==> src/rtl/trace_pkg.sv <==
// rtl/trace_pkg.sv - shared types, widths and commit classifier for the commit-trace checker
package trace_pkg;

    localparam int TRACE_ENTRY_W = 55;

    typedef enum logic [2:0] {
        KIND_NOP   = 3'd0,
        KIND_REG   = 3'd1,
        KIND_LOAD  = 3'd2,
        KIND_STORE = 3'd3,
        KIND_HALT  = 3'd4
    } trace_kind_e;

    // Field order fixes the ROM image layout: kind occupies the top bits.
    // The destination register field cannot be called "reg" in SystemVerilog.
    typedef struct packed {
        trace_kind_e kind;
        logic [15:0] pc;
        logic [3:0]  dst_reg;
        logic [15:0] addr;
        logic [15:0] value;
    } trace_entry_t;

    typedef enum logic [2:0] {
        ERR_NONE     = 3'd0,
        ERR_KIND     = 3'd1,
        ERR_PC       = 3'd2,
        ERR_REG      = 3'd3,
        ERR_ADDR     = 3'd4,
        ERR_VALUE    = 3'd5,
        ERR_WATCHDOG = 3'd6,
        ERR_UNDERRUN = 3'd7
    } trace_err_e;

    // Halt wins over everything; a register write with a memory read is a load.
    function automatic trace_kind_e classify(input logic halt, input logic reg_we,
                                             input logic mem_re, input logic mem_we);
        if (halt)                 return KIND_HALT;
        else if (reg_we && mem_re) return KIND_LOAD;
        else if (reg_we)          return KIND_REG;
        else if (mem_we)          return KIND_STORE;
        else                      return KIND_NOP;
    endfunction

endpackage

==> src/rtl/trace_prefetch_buf.sv <==
// rtl/trace_prefetch_buf.sv - two-entry expected-trace prefetch FIFO with in-flight ROM read tracking
module trace_prefetch_buf
    import trace_pkg::*;
#(
    parameter int DEPTH_W = 10
) (
    input  logic               clk,
    input  logic               rst,
    input  logic               fetch_en,
    input  logic               consume,
    input  trace_entry_t       rd_data,
    output logic [DEPTH_W-1:0] rd_addr,
    output logic               rd_en,
    output trace_entry_t       head,
    output logic               empty,
    output logic               primed
);

    trace_entry_t mem [2];
    logic         rd_ptr;
    logic         wr_ptr;
    logic [1:0]   count;
    logic         inflight;
    logic         wrapped;
    logic         push;
    logic         pop;

    // A read issued last cycle returns now; an empty buffer never pops.
    assign push  = inflight;
    assign pop   = consume && (count != 2'd0);
    assign empty = (count == 2'd0);
    assign head  = mem[rd_ptr];

    // Keep buffered + in-flight entries at two, counting this cycle's pop as free space.
    assign rd_en = !rst && fetch_en && !wrapped &&
                   (({1'b0, count} + {2'b0, inflight}) < (3'd2 + {2'b0, pop}));

    // Either both slots are spoken for, or the trace is exhausted and nothing more will arrive.
    assign primed = ((count + {1'b0, inflight}) == 2'd2) || (wrapped && !inflight);

    // Pointer, occupancy, in-flight and address bookkeeping; reset drops any pending return.
    always_ff @(posedge clk) begin
        if (rst) begin
            rd_ptr   <= 1'b0;
            wr_ptr   <= 1'b0;
            count    <= 2'd0;
            inflight <= 1'b0;
            wrapped  <= 1'b0;
            rd_addr  <= '0;
        end else begin
            inflight <= rd_en;
            if (rd_en) begin
                rd_addr <= rd_addr + 1'b1;
                if (&rd_addr) wrapped <= 1'b1;
            end
            if (push) wr_ptr <= ~wr_ptr;
            if (pop)  rd_ptr <= ~rd_ptr;
            count <= count + {1'b0, push} - {1'b0, pop};
        end
    end

    // Entry storage carries no reset; occupancy alone says what is valid.
    always_ff @(posedge clk) begin
        if (push) mem[wr_ptr] <= rd_data;
    end

endmodule

==> config.mk <==
export PLATFORM = sky130hd
export DESIGN_NAME = trace_prefetch_buf
export DESIGN_NICKNAME = d
export VERILOG_FILES = /design/src/rtl/trace_pkg.sv /design/src/rtl/trace_prefetch_buf.sv
export SDC_FILE = /design/constraint.sdc
export NUM_CORES = 1
export LEC_CHECK = 0
export ABC_AREA = 1
export BUFFER_PORTS_ARGS = -buffer_cell sky130_fd_sc_hd__buf_2
export CORE_ASPECT_RATIO = 2
export CORE_MARGIN = 1.5
export CORE_UTILIZATION = 35
export DETAILED_ROUTE_END_ITERATION = 10
export PLACE_DENSITY = 0.67
export SYNTH_ARGS = -nofsm -noshare
export SYNTH_HDL_FRONTEND = slang
export SYNTH_SLANG_ARGS = --single-unit
==> constraint.sdc <==
create_clock -name clk -period 3.7 [get_ports clk]
set_clock_uncertainty 0.2 [all_clocks]
set_input_delay 0 -clock clk [delete_from_list [all_inputs] [get_ports clk]]
set_output_delay 0 -clock clk [all_outputs]
set_load 0.01 [all_outputs]
# Word level (Yosys, flattened, before mapping)
# Memories as Yosys holds them, arrays and structs flattened. A register that Yosys moved wholly into a read port is not among the register bits.
# Cells that the tools add are included.
[word_totals]
reg_bits = 16
mem_bits_rw = 110
in_bits = 59
output_inout_bits = 68
n_memories = 1
[mem_list]
columns = ["memory", "depth", "word_bits", "rd", "rd_ports_with_merged_regs", "wr", "line_no", "text"]
rows = [
  ["mem", 2, 55, 1, 1, 1, "trace_prefetch_buf.sv:19", "trace_entry_t mem [2];"],
]
[classes]
addsub = 5
order_cmp = 1
eq_ne = 1
n_mux = 4
bitwise = 2
n_reduce_logical = 12
[op_table]
columns = ["cell", "n"]
rows = [
  ["11-bit AND reduction", 1],
  ["10-bit by 1-bit adder with 10-bit output (second input constant)", 1],
  ["1-bit logical AND", 5],
  ["1-bit two-way mux", 4],
  ["2-bit by 1-bit adder with 3-bit output", 1],
  ["2-bit by 1-bit adder with 3-bit output (first input constant)", 1],
  ["1-bit zero test", 3],
  ["3-bit less-than comparator", 1],
  ["2-bit by 1-bit adder with 2-bit output", 1],
  ["2-bit equality test (second input constant)", 1],
  ["2-bit zero test", 1],
  ["1-bit NOT", 2],
  ["2-bit nonzero test", 1],
  ["2-bit by 1-bit subtractor with 2-bit output", 1],
  ["1-bit logical OR", 1],
]

# Logic depth before layout (Yosys ltp)
# Gate-level depths: netlist of run 1.
[depth]
ltp_word = 6
depth_mapped = 13

# Least setup slack after synthesis of run 1
# OpenSTA, ideal clock, no wires.
[synth_timing]
kind = "register to register"
start = "register inflight"
end = "memory mem[0][0] (netlist name) (enable)"
setup_ns = 0.469
arrival_time_ns = 2.728
required_time_ns = 3.031
setup_slack_ns = 0.303
path_stages_with_launch = 3
synth_period_minus_slack_ns = 3.397
cell_sequence = "dfxtp_1 -> inv_1 -> nor2_1"
[synth_via]
elab_chain_cells = 2
[synth_rtl]
columns = ["item", "line_no", "text"]
rows = [
  ["start: declaration", "trace_prefetch_buf.sv:23", "logic inflight;"],
  ["start signal: assignment", "trace_prefetch_buf.sv:51", "inflight <= rd_en;"],
  ["1-bit two-way mux", "trace_prefetch_buf.sv:64", "if (push) mem[wr_ptr] <= rd_data;"],
  ["1-bit two-way mux (implied by the code)", "trace_prefetch_buf.sv:64", ""],
  ["end: declaration", "trace_prefetch_buf.sv:19", ""],
]
# No other way between the ends.

# Final worst setup path of run 1
[layout_timing]
start = "register count[1]"
end = "register wrapped"
[layout_via]
elab_chain_cells = 6
elab_cells_between_ends = 7
cone_classes = "add/sub (2); order compare (1); reduce/logical (4)"
[layout_rtl]
columns = ["item", "line_no", "text"]
rows = [
  ["start: declaration", "trace_prefetch_buf.sv:22", "logic [1:0] count;"],
  ["start signal: assignment", "trace_prefetch_buf.sv:58", "count <= count + {1'b0, push} - {1'b0, pop};"],
  ["2-bit nonzero test", "trace_prefetch_buf.sv:30", "assign pop = consume && (count != 2'd0);"],
  ["1-bit logical AND", "trace_prefetch_buf.sv:30", ""],
  ["2-bit by 1-bit adder with 3-bit output", "trace_prefetch_buf.sv:36", "(({1'b0, count} + {2'b0, inflight}) < (3'd2 + {2'b0, pop}));"],
  ["3-bit less-than comparator (*)", "trace_prefetch_buf.sv:36", ""],
  ["1-bit logical AND (*)", "trace_prefetch_buf.sv:35", "assign rd_en = !rst && fetch_en && !wrapped &&"],
  ["11-bit AND reduction (no source line) (*)", "n/a", ""],
  ["end signal: assignment", "trace_prefetch_buf.sv:48", "wrapped <= 1'b0;"],
  ["end signal: assignment", "trace_prefetch_buf.sv:54", "if (&rd_addr) wrapped <= 1'b1;"],
  ["end: declaration", "trace_prefetch_buf.sv:24", "logic wrapped;"],
]
# Every way passes the cells marked *; elsewhere a longest branch is shown, timed or not.
# A chain may end at the register's enable or synchronous reset.

==> results of run 1 <==
power by group through the flow:
| stage | Clock [mW] | Sequential (mW) | Combinational (mW) |
|---|---|---|---|
| 2_1_floorplan | 0 | 1.77 | 0.490 |
| 3_3_place_gp | 0 | 1.80 | 0.740 |
| 3_5_place_dp | 0 | 1.81 | 0.756 |
| 4_1_cts | 1.76 | 1.78 | 0.810 |
| 5_1_grt | 1.81 | 1.79 | 0.863 |
| 6_report | 1.72 | 1.77 | 0.792 |
cells by family (layout without fill, tap and decap cells):
logic type | after synthesis | count (layout) | synth area share, %
flops | 127 | 127 | 75.6
buf+inv | 27 | 241 | 2.55
simple gates | 65 | 65 | 6.21
compound gates | 12 | 12 | 1.30
mux | 55 | 55 | 12.9
fa+ha+maj | 5 | 5 | 1.45
worst max-delay path, stage by stage, from the launching register on:
cell,delay [ns]
dfxtp_1,0.38
nor2_1,0.08
nor2_1,0.22
ha_1,0.19
inv_1,0.05
fa_1,0.37
inv_1,0.06
nand2_1,0.09
nor2_4,0.21
nand2_4,0.08
nor2_4,0.10
nand2_1,0.06
a21oi_1,0.11
dlygate4sd3_1,0.56
state kept, by name, indices dropped and copies added (netlist names), named ones only:
name / count
wrapped: 1
inflight: 1
count: 2
rd_addr: 10
rd_ptr: 1
mem: 110
wr_ptr: 1
synth_stat cells:
master      n
buf_2       2
o21ai_0     3
nand2_1    23
dfxtp_1    17
mux2_2     55
nand2_2     3
nor2_1     24
nand4_1     3
nand2_4     1
o21ai_1     2
ha_1        4
nor2_4      3
a21oi_1     6
inv_2       2
nand3_1     6
nor3_1      2
inv_1      18
edfxtp_1  110
fa_1        1
o21bai_1    1
buf_4       5
routing by layer:
| layer | routed length, microns | share of wire [%] | up-vias | track usage (%) |
|---|---|---|---|---|
| met4 | 355 | 3.4 | 0 | 9.40 |
| met5 | 0 | 0 | - | 0 |
| met3 | 336 | 3.2 | 24 | 3.56 |
| met2 | 6390 | 61 | 93 | 30.1 |
| li1 | - | - | 1467 | - |
| met1 | 3420 | 33 | 1527 | 12.3 |
per-stage QoR:
stage	std cells	util (%)
finish	660	51.0
global route	660	51.0
CTS	660	51.0
detailed placement	569	42.0
global placement	569	42.0
floorplan	291	-
what timing repair did:
action                    4_1_cts  5_1_grt
gates resized for setup         0        0
hold endpoints to repair      127        0
hold buffers                   59        0
worst max path at each step:
stage | depth (start not counted) | from | to
final | 13 | count[1] | wrapped
after global routing | 13 | count[1] | wrapped
after detailed placement | 11 | count[1] | rd_addr[9]
after CTS | 13 | count[1] | wrapped
after floorplan | 2 | inflight | mem[0][0]
after global placement | 13 | inflight | rd_addr[6]
final cells by class:
cell class	count	area, sq um
timing repair buffer	189	1260
fill	1124	6580
inverter	20	75.1
clock inverter	15	194
multi-input combinational	137	1060
clock buffer	17	425
sequential	127	3640
tap	155	194
==> flow_metrics.env, run 1 <==
export IMPL_grt_pass1_vias=3366
export IMPL_cp_end_kind="flop"
export IMPL_initial_utilization_pct=35.8
export IMPL_switching_share_pct=25.0
export IMPL_wl_per_cell_microns=15.9
export IMPL_fin_area_sq_mm=0.00686
export IMPL_post_cts_buffers=0
export IMPL_place_congestion=0.802
export IMPL_drt_initial_drc_count=97
export IMPL_cap_violations=0
export IMPL_cts_buffer_depth=2
export IMPL_ys_top_cells_by_area="edfxtp_1 (69%), mux2_2 (13%), dfxtp_1 (7.1%)"
export IMPL_clkPwrFrac_pct=40.1
export IMPL_tns_ns=0
export IMPL_cts_sinks=127
export IMPL_drc=0
export IMPL_yosysWarnings=0
export IMPL_die_h_microns=169
export IMPL_htreeDepth=4
export IMPL_syn_nets=355
export IMPL_rr_startpoint="count[1]"
export IMPL_tightest_slew_ns=0.863
export IMPL_seq_area_frac_synth_pct=75.6
export IMPL_finalPower_mw=4.29
export IMPL_timing_fmax_ghz=0.354
export IMPL_postSynthCellCount=291
export IMPL_cts_root_buf="clkbuf_16"
export IMPL_cts_tree="yes"
export IMPL_syn_area_per_cell_sq_um=16.6
export IMPL_r2r_end="wrapped"
export IMPL_drtPass1Iterations=4
export IMPL_routed_via_density=4.71
export IMPL_cts_made_buffers=17
export IMPL_p_sw_mw=1.07
export IMPL_grt_pass1_wl_microns=16000
export IMPL_drive_gt1_share_pct=44.8
export IMPL_cp_max_fo=6
export IMPL_grt_usage_pct=15.0
export IMPL_slew_viol_final=0
export IMPL_placementRows=60
export IMPL_critPathRequiredTime_ns=3.85
export IMPL_ff2ff_path_depth=13
export IMPL_min_period_ns=2.83
export IMPL_clk_pin_slew_ns=0.06
export IMPL_setup_slack_ns=0.875
export IMPL_synth_area_leader_cell="edfxtp_1"
export IMPL_syn_area_sq_mm=0.00482
export IMPL_power_frac_seq_pct=41.4
export IMPL_clkLatencyLatePin_ns=0.40
export IMPL_ir_drop_mv=0.334
export IMPL_arrival_ns=2.97
export IMPL_postRouteAntennaNets=0
export IMPL_path_class="flop to flop"
export IMPL_rsz0062_at_grt="no"
export IMPL_power_density_mw_per_mm2=625
export IMPL_core_area_sq_mm=0.0134
export IMPL_grt_antenna_before_repair=0
export IMPL_leakage_nw=2.66
export IMPL_min_path_cells=2
export IMPL_p_comb_share_pct=18.5
export IMPL_synth_top_area_share_pct=68.6
export IMPL_post_place_ws_ns=1.38
export IMPL_io_pins=127
export IMPL_nets=556
export IMPL_wirelength_microns=10500
export IMPL_rrSetupSlack_ns=0.87
export IMPL_dieArea_sq_mm=0.0145
export IMPL_place_area_sq_mm=0.00565
export IMPL_vias=3111
export IMPL_layout_commonest_cell="buf_2"
export IMPL_area_growth_pct=42.3
export IMPL_fin_crit_sh_pct=76.4
export IMPL_synth_seq_cells=127
export IMPL_status="completed"
export IMPL_setup_violations=0
export IMPL_portBuffers=126
export IMPL_hp_start="rd_data[36]"
export IMPL_grt_max_degree=37
export IMPL_worst_hold_slack_ns=0.121
export IMPL_die_x_microns=86.0
export IMPL_dp_hpwl_microns=6890
export IMPL_max_slew_margin_pct=42.3
export IMPL_finalHoldViolCount=0
export IMPL_hold_class="input pin to flop"
export IMPL_start_kind="flop"
export IMPL_antenna_cells=0
export IMPL_globalRoute_totalOverflow=0
export IMPL_ys_types=21
export IMPL_final_cell_mix="buf_2 (126), edfxtp_1 (110), dlygate4sd3_1 (59)"
export IMPL_internal_power_mw=3.21
export IMPL_min_to="mem[0][36]"
(Power assumes the default switching activity.)
==> run 2, diff against run 1 <==
ABC_AREA = 0   (was 1)
clock period = 2.87 ns   (was 3.7 ns; I/O delays follow)
==> run 2 against run 1 <==
  * The run now ends with design-rule violations left
  * Critical path depth down 5
  * Flip-flop and latch count unchanged
  * Power up 27%
  * Cell count down 4.7%
  * Critical path type unchanged
  * Critical endpoint unchanged
==> flow_metrics.env, run 2 <==
export IMPL_dieArea_sq_mm=0.0143
export IMPL_cpLargestDelayFamily="simple AND/OR/NAND/NOR gates"
export IMPL_finalHoldViolCount=0
export IMPL_slew_viol_final=0
export IMPL_dpl_cell_count=536
export IMPL_ys_types=28
export IMPL_synth_seq_cells=127
export IMPL_timing_fmax_ghz=0.359
export IMPL_synth_top_area_share_pct=69.7
export IMPL_path_class="flop to flop"
export IMPL_initial_utilization_pct=35.5
export IMPL_rsz0062_at_grt="no"
export IMPL_die_h_microns=168
export IMPL_finish_utilization_pct=50.6
export IMPL_ys_top_cells_by_area="edfxtp_1 (70%), mux2_2 (14%), dfxtp_1 (7.2%)"
export IMPL_worstPathCellList="ha_1, inv_1, ha_1, inv_1, fa_2, or4b_4, or4_1, a21oi_1"
export IMPL_cts_buffer_depth=2
export IMPL_grt_pass1_vias=3267
export IMPL_largest_reg_flops=110
export IMPL_routed_via_density=4.75
export IMPL_min_period_ns=2.79
export IMPL_grt_pass1_wl_microns=15600
export IMPL_wl_per_cell_microns=16.2
export IMPL_start_kind="flop"
export IMPL_final_cell_mix="buf_2 (127), edfxtp_1 (110), dlygate4sd3_1 (59)"
export IMPL_postSynthCellCount=258
export IMPL_grt_antenna_before_repair=0
export IMPL_cp_end_kind="flop"
export IMPL_cap_violations=0
export IMPL_max_stage_delay_ns=0.60
export IMPL_clk_pin_slew_ns=0.06
export IMPL_cp_max_fo=5
export IMPL_layout_commonest_cell="buf_2"
export IMPL_place_congestion=0.726
export IMPL_violations="design-rule violations"
export IMPL_max_slew_margin_pct=58.2
export IMPL_ir_drop_mv=0.479
export IMPL_die_x_microns=85.3
export IMPL_hold_class="input pin to flop"
export IMPL_clkLatencyLatePin_ns=0.40
export IMPL_status="complete, but fails checks"
export IMPL_globalRoute_totalOverflow=0
export IMPL_syn_area_sq_mm=0.00474
export IMPL_placementRows=60
export IMPL_synthArstFlopShare_pct=0
export IMPL_finalPower_mw=5.46
export IMPL_cts_made_buffers=17
export IMPL_seq_area_frac_synth_pct=76.9
export IMPL_worst_hold_slack_ns=0.124
export IMPL_nets=525
export IMPL_core_area_sq_mm=0.0134
export IMPL_post_cts_buffers=0
export IMPL_area_growth_pct=42.8
export IMPL_synthTopCellsByCount="edfxtp_1 (110), mux2_2 (57), dfxtp_1 (17)"
export IMPL_io_pins=127
export IMPL_antenna_cells=0
export IMPL_drc=6
export IMPL_critPathRequiredTime_ns=3.00
export IMPL_syn_nets=322
export IMPL_synth_edf_count=110
export IMPL_tns_ns=0
export IMPL_regMostFlops="mem"
export IMPL_cts_root_buf="clkbuf_16"
export IMPL_drt_initial_drc_count=113
export IMPL_yosysWarnings=0
export IMPL_synth_area_leader_cell="edfxtp_1"
export IMPL_synth_most_common_cell="edfxtp_1"
export IMPL_postRouteAntennaNets=0
export IMPL_cts_tree="yes"
export IMPL_dp_hpwl_microns=6650
export IMPL_place_area_sq_mm=0.00560
export IMPL_path_buf_inv=2
export IMPL_fin_area_sq_mm=0.00677
export IMPL_syn_area_per_cell_sq_um=18.4
export IMPL_instances_no_fill=629
export IMPL_htreeDepth=4
export IMPL_post_place_ws_ns=0.108
export IMPL_arrival_ns=2.91
export IMPL_setup_slack_ns=0.0827
export IMPL_dominantRegCellSynth="edfxtp_1"
export IMPL_worst_path_max_delay_cell="or4b_4"
export IMPL_top_regs="mem: 110 flops, rd_addr: 10 flops, count: 2 flops"
export IMPL_fin_crit_sh_pct=97.1
export IMPL_drtPass1Iterations=7
export IMPL_setup_violations=0
export IMPL_grt_usage_pct=14.5
export IMPL_cts_sinks=127
export IMPL_drive_gt1_share_pct=47.7
export IMPL_vias=2985
export IMPL_leakage_nw=2.57
export IMPL_wirelength_microns=10200
export IMPL_power_density_mw_per_mm2=807
export IMPL_tightest_slew_ns=0.627
export IMPL_grt_max_degree=46
export IMPL_portBuffers=126
==> run 2: changes by cell type after synthesis, sizes merged, moves of 3 or more <==
cell / delta
or3: +3
nor2b: +3
buf: -5
nand2: -23
nor2: -18
clkbuf: +8
inv: -11
xnor2: +3
==> run 2: power by group <==
group          total [mW]  switching [mW]  internal [mW]
sequential           2.30          0.0840           2.21
combinational        1.23           0.605          0.620
clock                1.94           0.713           1.23
==> run 2: layout make-up <==
type                    count  area (sq um)
well taps                 155           194
fillers                  1137          6600
inverters                   9          33.8
repair buffers            193          1310
clock inverters             7          65.1
flip-flops and latches    127          3640
clock buffers              25           475
multi-input cells         113          1050
==> run 2: worst register-to-register path, delay by kind of cell, from the launching register on <==
| kind | cells | cell delay (ns) |
|---|---|---|
| AO/OA/AOI/OAI | 1 | 0.16 |
| adder cells (fa/ha/maj) | 3 | 0.76 |
| buffers and inverters | 2 | 0.13 |
| flip-flops | 1 | 0.33 |
| AND/OR/NAND/NOR | 2 | 1.14 |
==> run 2: logic make-up (layout without fill, tap and decap cells) <==
logic type,count (synthesis),in the layout,synth area share (%)
and+or+nand+nor,32,33,3.62
adders and majority gates,5,5,1.48
AOI/OAI and AO/OA,15,15,2.09
DFF,127,127,76.9
buffers and inverters,19,234,1.82
muxes,57,57,13.5
xor gates and xnor gates,3,3,0.555
==> run 2: what timing repair did <==
action,in CTS,in global routing
gates resized for setup,0,8
endpoints found under the setup margin,0,4
hold endpoints to repair,127,0
hold buffers,59,0
==> run 2: path summary, 6_finish.rpt <==
path | from | endpoint | slack (ns) | depth (start not counted)
setup / recovery | count[0] | wrapped | 0.08 | 8
hold / removal | rd_data[48] | mem[0][48] | 0.12 | 2
setup reg to reg | count[0] | wrapped | 0.08 | 8
hold reg to reg | rd_addr[6] | rd_addr[6] | 0.32 | 2
==> run 2: per-layer routing <==
layer	up-vias	wire length, microns	GRT usage, %
met3	18	385	3.65
met4	0	304	8.63
met2	84	6240	28.9
li1	1399	-	-
met1	1484	3260	12.3
met5	-	0	0
==> run 3, diff against run 2 <==
ABC_AREA = 1   (was 0)
==> run 3 against run 2 <==
  * The run now ends clean
  * Routed wire length shrank 1.6%
  * Cell count grew 5.2%
  * Power grew 4.9%
  * Die area grew 1.6%
  * Clock power grew 24%
  * Combinational power shrank 15%
  * Global-route usage shrank 0.71 points
  * Sequential power is essentially flat
  * Sequential share of layout area shrank 1.3 points
  * Critical endpoint is now rd_addr[2]
==> flow_metrics.env, run 3 (same netlist as run 1, synthesis figures left out) <==
export IMPL_antenna_cells=0
export IMPL_grt_pass1_vias=3227
export IMPL_critPathRequiredTime_ns=2.95
export IMPL_max_stage_delay_ns=0.55
export IMPL_grt_pass1_wl_microns=14800
export IMPL_placementRows=60
export IMPL_globalRouteMet2Util_pct=27.9
export IMPL_path_class="flop to flop"
export IMPL_io_pins=127
export IMPL_ir_drop_mv=0.566
export IMPL_regMostFlops="mem"
export IMPL_portBuffers=126
export IMPL_use_met1_pct=11.4
export IMPL_cts_tree="yes"
export IMPL_vias=3110
export IMPL_path_buf_inv=4
export IMPL_wl_per_cell_microns=15.1
export IMPL_power_density_mw_per_mm2=825
export IMPL_layout_commonest_cell="buf_2"
export IMPL_die_x_microns=86.0
export IMPL_place_congestion=0.833
export IMPL_fin_crit_sh_pct=94.3
export IMPL_postRouteAntennaNets=0
export IMPL_met3_usage_pct=3.22
export IMPL_crit_start="inflight"
export IMPL_die_h_microns=169
export IMPL_worst_path_max_delay_cell="dlygate4sd3_1"
export IMPL_drc=0
export IMPL_htreeDepth=4
export IMPL_drtPass1Iterations=6
export IMPL_n_fill_cell=1132
export IMPL_grt_busiest_layer="met2"
export IMPL_status="completed"
export IMPL_top_regs="mem: 110 flops, rd_addr: 10 flops, count: 2 flops"
export IMPL_arrival_ns=2.79
export IMPL_max_slew_margin_pct=63.2
export IMPL_tightest_slew_ns=0.553
export IMPL_clkLatencyLatePin_ns=0.40
export IMPL_cp_common_cell="inv_1"
export IMPL_initial_utilization_pct=35.8
export IMPL_rsz0062_at_grt="no"
export IMPL_grt_usage_pct=13.8
export IMPL_timing_fmax_ghz=0.369
export IMPL_wirelength_microns=10000
export IMPL_finalHoldViolCount=0
export IMPL_crit_end="rd_addr[2]"
export IMPL_path_depth=12
export IMPL_cts_made_buffers=17
export IMPL_instances_no_fill=662
export IMPL_rr_startpoint="inflight"
export IMPL_leakage_nw=2.71
export IMPL_area_growth_pct=44.1
export IMPL_drive_gt1_share_pct=45.6
export IMPL_dp_hpwl_microns=6510
export IMPL_routed_via_density=4.70
export IMPL_setup_violations=0
export IMPL_dieArea_sq_mm=0.0145
export IMPL_nets=558
export IMPL_tns_ns=0
export IMPL_dpl_cell_count=569
export IMPL_grt_antenna_before_repair=0
export IMPL_worstPathCellList="ha_1, inv_1, ha_1, inv_1, fa_1, inv_1, nand2_1, nor2_4, nand3_1, nand2_1, nor2_1, dlygate4sd3_1"
export IMPL_ff2ff_path_depth=12
export IMPL_cp_end_kind="flop"
export IMPL_rrSetupSlack_ns=0.16
export IMPL_hold_class="input pin to flop"
export IMPL_min_period_ns=2.71
export IMPL_slew_viol_final=0
export IMPL_final_cell_mix="buf_2 (126), edfxtp_1 (110), dlygate4sd3_1 (59)"
export IMPL_cts_buffer_depth=2
export IMPL_clk_pin_slew_ns=0.05
export IMPL_cp_max_fo=6
export IMPL_cts_root_buf="clkbuf_16"
export IMPL_cpLargestDelayFamily="adder cells"
export IMPL_start_kind="flop"
export IMPL_hp_start="rd_data[49]"
export IMPL_grt_max_degree=36
export IMPL_largest_reg_flops=110
export IMPL_r2r_end="rd_addr[2]"
export IMPL_cap_violations=0
export IMPL_globalRoute_totalOverflow=0
export IMPL_drt_initial_drc_count=122
export IMPL_core_area_sq_mm=0.0134
export IMPL_cts_sinks=127
[run 3: layer usage]
layer	part of all wire [%]	up-vias	routed length [microns]
met5	0	-	0
met4	2.7	0	267
met3	3.9	19	396
met2	60	97	6040
met1	33	1525	3320
li1	-	1469	-
[run 3: report_power, final]
group / internal (mW) / switching (mW)
clock network: 1.67 / 0.727
registers: 2.20 / 0.0880
logic: 0.518 / 0.527
[run 3: final cells by class]
type,count,area [sq um],share of cell area [%]
Clock buffer,21,460,6.63
Tap cell,155,194,2.79
Inverter,20,75.1,1.08
Multi-Input combinational cell,137,1060,15.3
Clock inverter,11,213,3.06
Timing Repair Buffer,191,1290,18.6
Sequential cell,127,3640,52.5
[run 3: stage by stage]
step | total power [mW] | worst slack [ns] | util (%) | hold WS [ns] | area [sq um]
final | 5.73 | 0.163 | 51.7 | 0.121 | 6940
after global routing | 5.94 | 0.00283 | 51.7 | 0.114 | 6940
after CTS | 5.78 | 0.139 | 51.5 | 0.107 | 6920
after detailed placement | 3.31 | 0.562 | 42.1 | -0.00870 | 5660
after global placement | 3.27 | 0.651 | 42.1 | -0.0129 | 5660
after floorplan | 2.91 | 0.410 | - | -0.131 | 4820
[run 3: timing repair]
item	4_1_cts	5_1_grt
hold buffers	59	0
gates resized for setup	0	2
endpoints found under the setup margin	0	1
setup buffers	0	2
hold endpoints to repair	127	0
[run 3: worst min path at each step]
stage,endpoint,cells past startpoint
after floorplan,wrapped,1
final,mem[1][49],2
after global routing,mem[0][31],2
after CTS,mem[0][48],2
after detailed placement,mem[0][1],1
after global placement,mem[0][24],1
